--- config.mk ---
export PLATFORM = sky130hd
export DESIGN_NAME = uart_rx_ss
export DESIGN_NICKNAME = d
export VERILOG_FILES = /design/src/rtl/uart_rx_ss.sv
export SDC_FILE = /design/constraint.sdc
export NUM_CORES = 1
export LEC_CHECK = 0
export CELL_PAD_IN_SITES_DETAIL_PLACEMENT = 0
export CELL_PAD_IN_SITES_GLOBAL_PLACEMENT = 1
export CORE_MARGIN = 5
export CORE_UTILIZATION = 51
export CTS_CLUSTER_SIZE = 20
export DETAILED_ROUTE_END_ITERATION = 8
export PLACE_DENSITY = 0.91
export SLEW_MARGIN = 15
export SYNTH_ARGS = -nofsm -noshare
export SYNTH_HDL_FRONTEND = slang
export SYNTH_SLANG_ARGS = --single-unit
--- constraint.sdc ---
create_clock -name cpu_clk -period 4.4 [get_ports cpu_clk]
set_clock_uncertainty 0.15 [all_clocks]
set_input_delay 1.32 -clock cpu_clk [delete_from_list [all_inputs] [get_ports cpu_clk]]
set_output_delay 1.32 -clock cpu_clk [all_outputs]
set_load 0.005 [all_outputs]
--- src/rtl/uart_rx_ss.sv ---
// uart_rx_ss: UART receiver for the krv_c peripheral subsystem.
// It takes 8N1 frames from the uart_rx pin and writes them into a
// first-word-fall-through receive FIFO. It also reports framing and
// overrun errors.
//
// Optional feature: define UART_RX_PARITY_EN to add a parity bit between
// the data bits and the stop bit. PARITY_ODD selects the parity sense.
// That build also has the parity_err port.
//
// Ports:
//   cpu_clk      single clock, rising edge
//   rst          synchronous, active-high reset
//   uart_rx      asynchronous serial input, idles high
//   rx_data      FIFO head byte, valid while rx_valid
//   rx_valid     FIFO not empty
//   rx_ready     pops the head when rx_valid && rx_ready
//   rx_fifo_cnt  current FIFO occupancy
//   rx_busy      receiver FSM is not idle
//   frame_err    sticky, stop bit sampled low
//   overrun_err  sticky, good byte arrived while the FIFO was full
//   parity_err   sticky, parity mismatch (UART_RX_PARITY_EN only)
//   err_clr      clears all sticky error flags
module uart_rx_ss #(
  parameter int BAUD_DIV   = 16,
  parameter int FIFO_DEPTH = 4,
  parameter bit PARITY_ODD = 1'b0
) (
  input  logic                            cpu_clk,
  input  logic                            rst,
  input  logic                            uart_rx,
  output logic [7:0]                      rx_data,
  output logic                            rx_valid,
  input  logic                            rx_ready,
  output logic [$clog2(FIFO_DEPTH+1)-1:0] rx_fifo_cnt,
  output logic                            rx_busy,
  output logic                            frame_err,
  output logic                            overrun_err,
`ifdef UART_RX_PARITY_EN
  output logic                            parity_err,
`endif
  input  logic                            err_clr
);

  localparam int unsigned CW   = $clog2(BAUD_DIV);
  localparam int unsigned AW   = $clog2(FIFO_DEPTH);
  localparam int unsigned NW   = $clog2(FIFO_DEPTH+1);
  localparam int unsigned MID  = BAUD_DIV / 2;
  localparam logic [CW-1:0] C_V0  = CW'(MID - 1);
  localparam logic [CW-1:0] C_V1  = CW'(MID);
  localparam logic [CW-1:0] C_DEC = CW'(MID + 1);
  localparam logic [CW-1:0] C_END = CW'(BAUD_DIV - 1);
  localparam logic [NW-1:0] FULL_CNT = NW'(FIFO_DEPTH);

`ifdef UART_RX_PARITY_EN
  localparam logic [2:0] LAST_BIT = 3'd7;
  typedef enum logic [2:0] {IDLE, START, DATA, PARITY, STOP, WAIT_IDLE} state_t;
`else
  // PARITY_ODD has no effect in 8N1 builds. It is referenced here only so
  // that the parameter list stays the same in both builds.
  localparam logic [2:0] LAST_BIT = 3'(7 + (PARITY_ODD ? 0 : 0));
  typedef enum logic [2:0] {IDLE, START, DATA, STOP, WAIT_IDLE} state_t;
`endif

  state_t state, state_nxt;

  logic       s1, s2, rxs_d;
  logic [2:0] sync_ok;
  logic       rxs, rx_fall, vote, at_dec, at_end;
  logic [CW-1:0] cnt;
  logic       v_a, v_b;
  logic [7:0] shreg;
  logic [2:0] bit_idx;
  logic       push_req, set_frame, do_push, pop, full;
`ifdef UART_RX_PARITY_EN
  logic       par_bad, set_par;
`endif

  logic [7:0]    mem [FIFO_DEPTH];
  logic [AW-1:0] wr_ptr, rd_ptr;

  // sync_ok fills with ones as real line samples reach rxs_d. A line that
  // is still low after reset therefore does not look like a start edge.
  always_ff @(posedge cpu_clk) begin
    if (rst) begin
      s1      <= 1'b1;
      s2      <= 1'b1;
      rxs_d   <= 1'b1;
      sync_ok <= '0;
    end else begin
      s1      <= uart_rx;
      s2      <= s1;
      rxs_d   <= s2;
      sync_ok <= {sync_ok[1:0], 1'b1};
    end
  end

  assign rxs     = s2;
  assign rx_fall = sync_ok[2] & rxs_d & ~rxs;
  assign at_dec  = (cnt == C_DEC);
  assign at_end  = (cnt == C_END);
  assign vote    = (v_a & v_b) | (v_a & rxs) | (v_b & rxs);

  always_ff @(posedge cpu_clk) begin
    if (rst) state <= IDLE;
    else     state <= state_nxt;
  end

  always_comb begin
    state_nxt = state;
    push_req  = 1'b0;
    set_frame = 1'b0;
`ifdef UART_RX_PARITY_EN
    set_par   = 1'b0;
`endif
    case (state)
      IDLE:      if (rx_fall) state_nxt = START;
      START: begin
        if (at_dec && vote) state_nxt = IDLE;
        else if (at_end)    state_nxt = DATA;
      end
      DATA: begin
        if (at_end && bit_idx == LAST_BIT) begin
`ifdef UART_RX_PARITY_EN
          state_nxt = PARITY;
`else
          state_nxt = STOP;
`endif
        end
      end
`ifdef UART_RX_PARITY_EN
      PARITY:    if (at_end) state_nxt = STOP;
`endif
      STOP: begin
        if (at_dec) begin
          if (!vote) begin
            set_frame = 1'b1;
            state_nxt = WAIT_IDLE;
          end else begin
`ifdef UART_RX_PARITY_EN
            if (par_bad) set_par  = 1'b1;
            else         push_req = 1'b1;
`else
            push_req  = 1'b1;
`endif
            state_nxt = IDLE;
          end
        end
      end
      WAIT_IDLE: if (rxs) state_nxt = IDLE;
      default:   state_nxt = IDLE;
    endcase
  end

  always_ff @(posedge cpu_clk) begin
    if (rst) begin
      cnt     <= '0;
      v_a     <= 1'b1;
      v_b     <= 1'b1;
      shreg   <= '0;
      bit_idx <= '0;
`ifdef UART_RX_PARITY_EN
      par_bad <= 1'b0;
`endif
    end else begin
      if (state == IDLE) cnt <= '0;
      else               cnt <= at_end ? '0 : cnt + 1'b1;
      if (cnt == C_V0) v_a <= rxs;
      if (cnt == C_V1) v_b <= rxs;
      if (state == DATA && at_dec) shreg <= {vote, shreg[7:1]};
      if (state == START)              bit_idx <= '0;
      else if (state == DATA && at_end) bit_idx <= bit_idx + 1'b1;
`ifdef UART_RX_PARITY_EN
      if (state == PARITY && at_dec) par_bad <= ^{shreg, vote} ^ PARITY_ODD;
`endif
    end
  end

  assign rx_busy  = (state != IDLE);
  assign rx_valid = (rx_fifo_cnt != '0);
  assign full     = (rx_fifo_cnt == FULL_CNT);
  assign pop      = rx_valid & rx_ready;
  // When the FIFO is full, a push in the same cycle as a pop writes the
  // slot that the pop frees.
  assign do_push  = push_req & (~full | pop);
  assign rx_data  = mem[rd_ptr];

  always_ff @(posedge cpu_clk) begin
    if (rst) begin
      for (int unsigned i = 0; i < FIFO_DEPTH; i++) mem[i] <= '0;
      wr_ptr      <= '0;
      rd_ptr      <= '0;
      rx_fifo_cnt <= '0;
    end else begin
      if (do_push) begin
        mem[wr_ptr] <= shreg;
        wr_ptr      <= wr_ptr + 1'b1;
      end
      if (pop) rd_ptr <= rd_ptr + 1'b1;
      case ({do_push, pop})
        2'b10:   rx_fifo_cnt <= rx_fifo_cnt + 1'b1;
        2'b01:   rx_fifo_cnt <= rx_fifo_cnt - 1'b1;
        default: rx_fifo_cnt <= rx_fifo_cnt;
      endcase
    end
  end

  // A set in the same cycle as err_clr takes priority over the clear.
  always_ff @(posedge cpu_clk) begin
    if (rst) begin
      frame_err   <= 1'b0;
      overrun_err <= 1'b0;
`ifdef UART_RX_PARITY_EN
      parity_err  <= 1'b0;
`endif
    end else begin
      if (set_frame)    frame_err <= 1'b1;
      else if (err_clr) frame_err <= 1'b0;
      if (push_req && full && !pop) overrun_err <= 1'b1;
      else if (err_clr)             overrun_err <= 1'b0;
`ifdef UART_RX_PARITY_EN
      if (set_par)      parity_err <= 1'b1;
      else if (err_clr) parity_err <= 1'b0;
`endif
    end
  end

endmodule

==> impl_results.md <==
* Outcome: completed
* Hold Vio Cnt, Final at 0
* CTS tree: built
* Hold Crit Class: reg2reg
* Max_slew headroom at 60.8%
* DRT Pass-1 Iters at 4
* Syn Area/Cell at 11.7 um^2
* Synth Instances at 259
* Final ANT Viol Nets at 0
* P&R area growth vs syn at 15.0%
* CTS Sinks at 69
* Area of the core at 5850 um^2
* N_diodes at 0
* Power Total at 0.00151 W
* CTS H-tree depth at 3
* Critical Path Start Type: register
* Maximum vdd ir drop at 0.293 mV
* Std-Cell Rows at 28
* First-pass GRT wire length at 9.61 mm
* Net Count, Synth at 270
* Clock slew at reported path FFs at 70 ps
* Max_cap viols at 0
* DIE AREA at 7560 um^2
* Die Y at 86.9 um
* Post-CTS Setup Inserts at 0
* GP Congestion at 0.751
* Total CTS buffers at 9
* Initial DRC count at 89
* Ys Warns at 0
* Count of unique library cells instantiated by Yosys at 45
* Fillers at 487
* Worst Setup End Kind: output pin
* Clock latency on the worst-skew pair at 340 ps
* Max-slew violations at 0
* Setup TNS at 0 ps
* Critical Path AT at 2040 ps
* Avg WL per Cell at 16.0 um
* Unrepaired setup endpoints after global routing: false
* Ports at 20
* Flop and latch count out of synthesis at 69
* Post-CTS Hold Fix Bufs at 0
* Initial Util at 51.6%
* Crit path kind: reg2out
* Drt drc at 0
* Req. time, crit path at 2930 ps
* Worst hold slack at 260 ps
* Cell Area, Synth at 3020 um^2
* Power per standard cell area at 436 nW/um^2
* Buffers on Ports at 19
* Vias in the first global route at 1903
* CTS Root Cell: clkbuf_8
* Dpl hpwl at 4.14 mm
* Via/cell ratio at 5.36
* Post_cts resized at 0
* Max FO, Critical Path at 8
* Slew of the pin with the lowest slew margin at 586 ps
* Final critical-path required period at 3510 ps
* Register area share after synthesis at 56.4%
* FF-to-FF Start: cnt[0]
* Grt total ovfl at 0
* Period utilization at 79.7%
* Leakage power at 1.31 nW
* Tot GR Track Use at 17.3%
* Nets at 290
* DRT Wirelength at 5.74 mm
* Pin count of the biggest net entering global routing at 19
* Chip Width at 86.9 um
* Share of post-route cells with drive strength above 1 at 12.7%
* Via count at 1923
* Clock Tree Buf Depth at 2
* Initial antenna violation count at 0
* Peak Freq at 0.285 GHz
* Final setup fails at 0
* Hold_sp: s1
[synth_stat cells, drive strengths merged]
library cell  count  share of area [%]
or2               6                1.2
nand4b            1               0.29
or4b              1               0.46
nor4b             1               0.29
mux2              3                1.1
dfxtp            37                 25
clkbuf            7               0.87
nand3b            3               0.75
buf               6                1.2
or3               2               0.41
o31a              2               0.58
nor2b             3               0.62
a21oi            12                2.0
inv              12                1.5
a32oi             1               0.29
nand2b            3               0.62
a311o             1               0.33
nor3              3               0.50
o31ai             2               0.50
xnor2             3               0.87
ha                5                2.1
nor3b             1               0.41
edfxtp           32                 32
and3b             2               0.58
xor2              3               0.87
nand2            16                2.0
o311ai            2               0.58
nor4              2               0.83
nand4             1               0.21
and4              2               0.75
o21a              1               0.25
a211oi            1               0.25
a2bb2oi           2               0.58
mux2i             4                1.3
and3              9                1.9
and2             24                5.0
nor2             18                2.2
mux4              8                6.0
fa                1               0.66
o21ai             3               0.50
nand3            12                2.0
maj3              1               0.33
[path summary, 6_finish.rpt]
kind / to / slack [ps] / cells after the start
worst min-delay path: rxs / 260 / 1
worst max-delay path: rx_data[2] / 890 / 2
worst min register to register: rxs / 260 / 1
worst max register to register: mem[1][1] / 1730 / 5
[cells by family (layout without fill, tap and decap cells)]
kind of cell,after synthesis,count (layout),share of synthesized area (%)
simple gates,110,110,21.0
flops,69,69,56.4
compound gates,27,27,5.85
buf+inv,25,50,3.52
mux,15,15,8.42
fa+ha+maj,7,7,3.07
xor+xnor,6,6,1.74
[power breakdown]
group / leakage (nW) / internal [W] / switching, W / total [W]
Sequential: 0.616 / 0.000703 / 0.0000424 / 0.000745
Clock: 0.107 / 0.000317 / 0.000227 / 0.000543
Combinational: 0.584 / 0.000147 / 0.0000757 / 0.000223
Total: 1.31 / 0.00117 / 0.000345 / 0.00151
[per-layer routing]
metal	up-vias	share of wire, %	wire length, um	GRT usage [%]
li1	964	-	-	-
met1	925	44	2500	20.7
met2	24	51	2910	28.0
met3	10	3.6	209	5.58
met4	0	2.1	123	8.50
met5	-	0	0	0
[registers in the layout (all words and copies together) (netlist names), named ones only]
signal,flops
wr_ptr,2
s1,1
rd_ptr,2
v_a,1
rxs,1
v_b,1
rx_fifo_cnt,3
frame_err,1
sync_ok,3
shreg,8
overrun_err,1
mem,32
rxs_d,1
cnt,4
bit_idx,3
state,3
[metrics by stage]
step | setup WS [ps] | cells | util (%) | cell area (um^2)
3_5_place_dp | 849 | 343 | 55.8 | 3260
5_1_grt | 735 | 359 | 59.3 | 3470
3_3_place_gp | 898 | 343 | 55.8 | 3260
6_report | 893 | 359 | 59.3 | 3470
2_1_floorplan | 1370 | 259 | - | 3020
4_1_cts | 816 | 359 | 59.3 | 3470
[cell type report]
class                           instances  area (um^2)  area share (%)
Sequential cell                        69         1700            49.0
Multi-Input combinational cell        165         1210            34.9
Timing Repair Buffer                   22          213            6.13
Clock buffer                           11          131            3.79
Tap cell                               75         93.8            2.70
Clock inverter                          5         75.1            2.16
Inverter                               12         45.0            1.30
[cells in the final DEF, fill, tap and decap left out, drive strengths merged, types with 4 or more instances in the layout]
| cell | count |
|---|---|
| dfxtp | 37 |
| ha | 5 |
| mux4 | 8 |
| edfxtp | 32 |
| inv | 12 |
| and2 | 24 |
| and3 | 9 |
| or2 | 6 |
| a21oi | 12 |
| clkbuf | 11 |
| nor2 | 18 |
| mux2i | 4 |
| nand3 | 12 |
| nand2 | 16 |
| clkdlybuf4s50 | 19 |
[worst max-delay path, cell delays in order, from the launching register on]
cell and delay (ps):
dfxtp_1 650, mux4_2 580, clkdlybuf4s50_1 460
No activity file was read; power rests on OpenSTA's default activity.
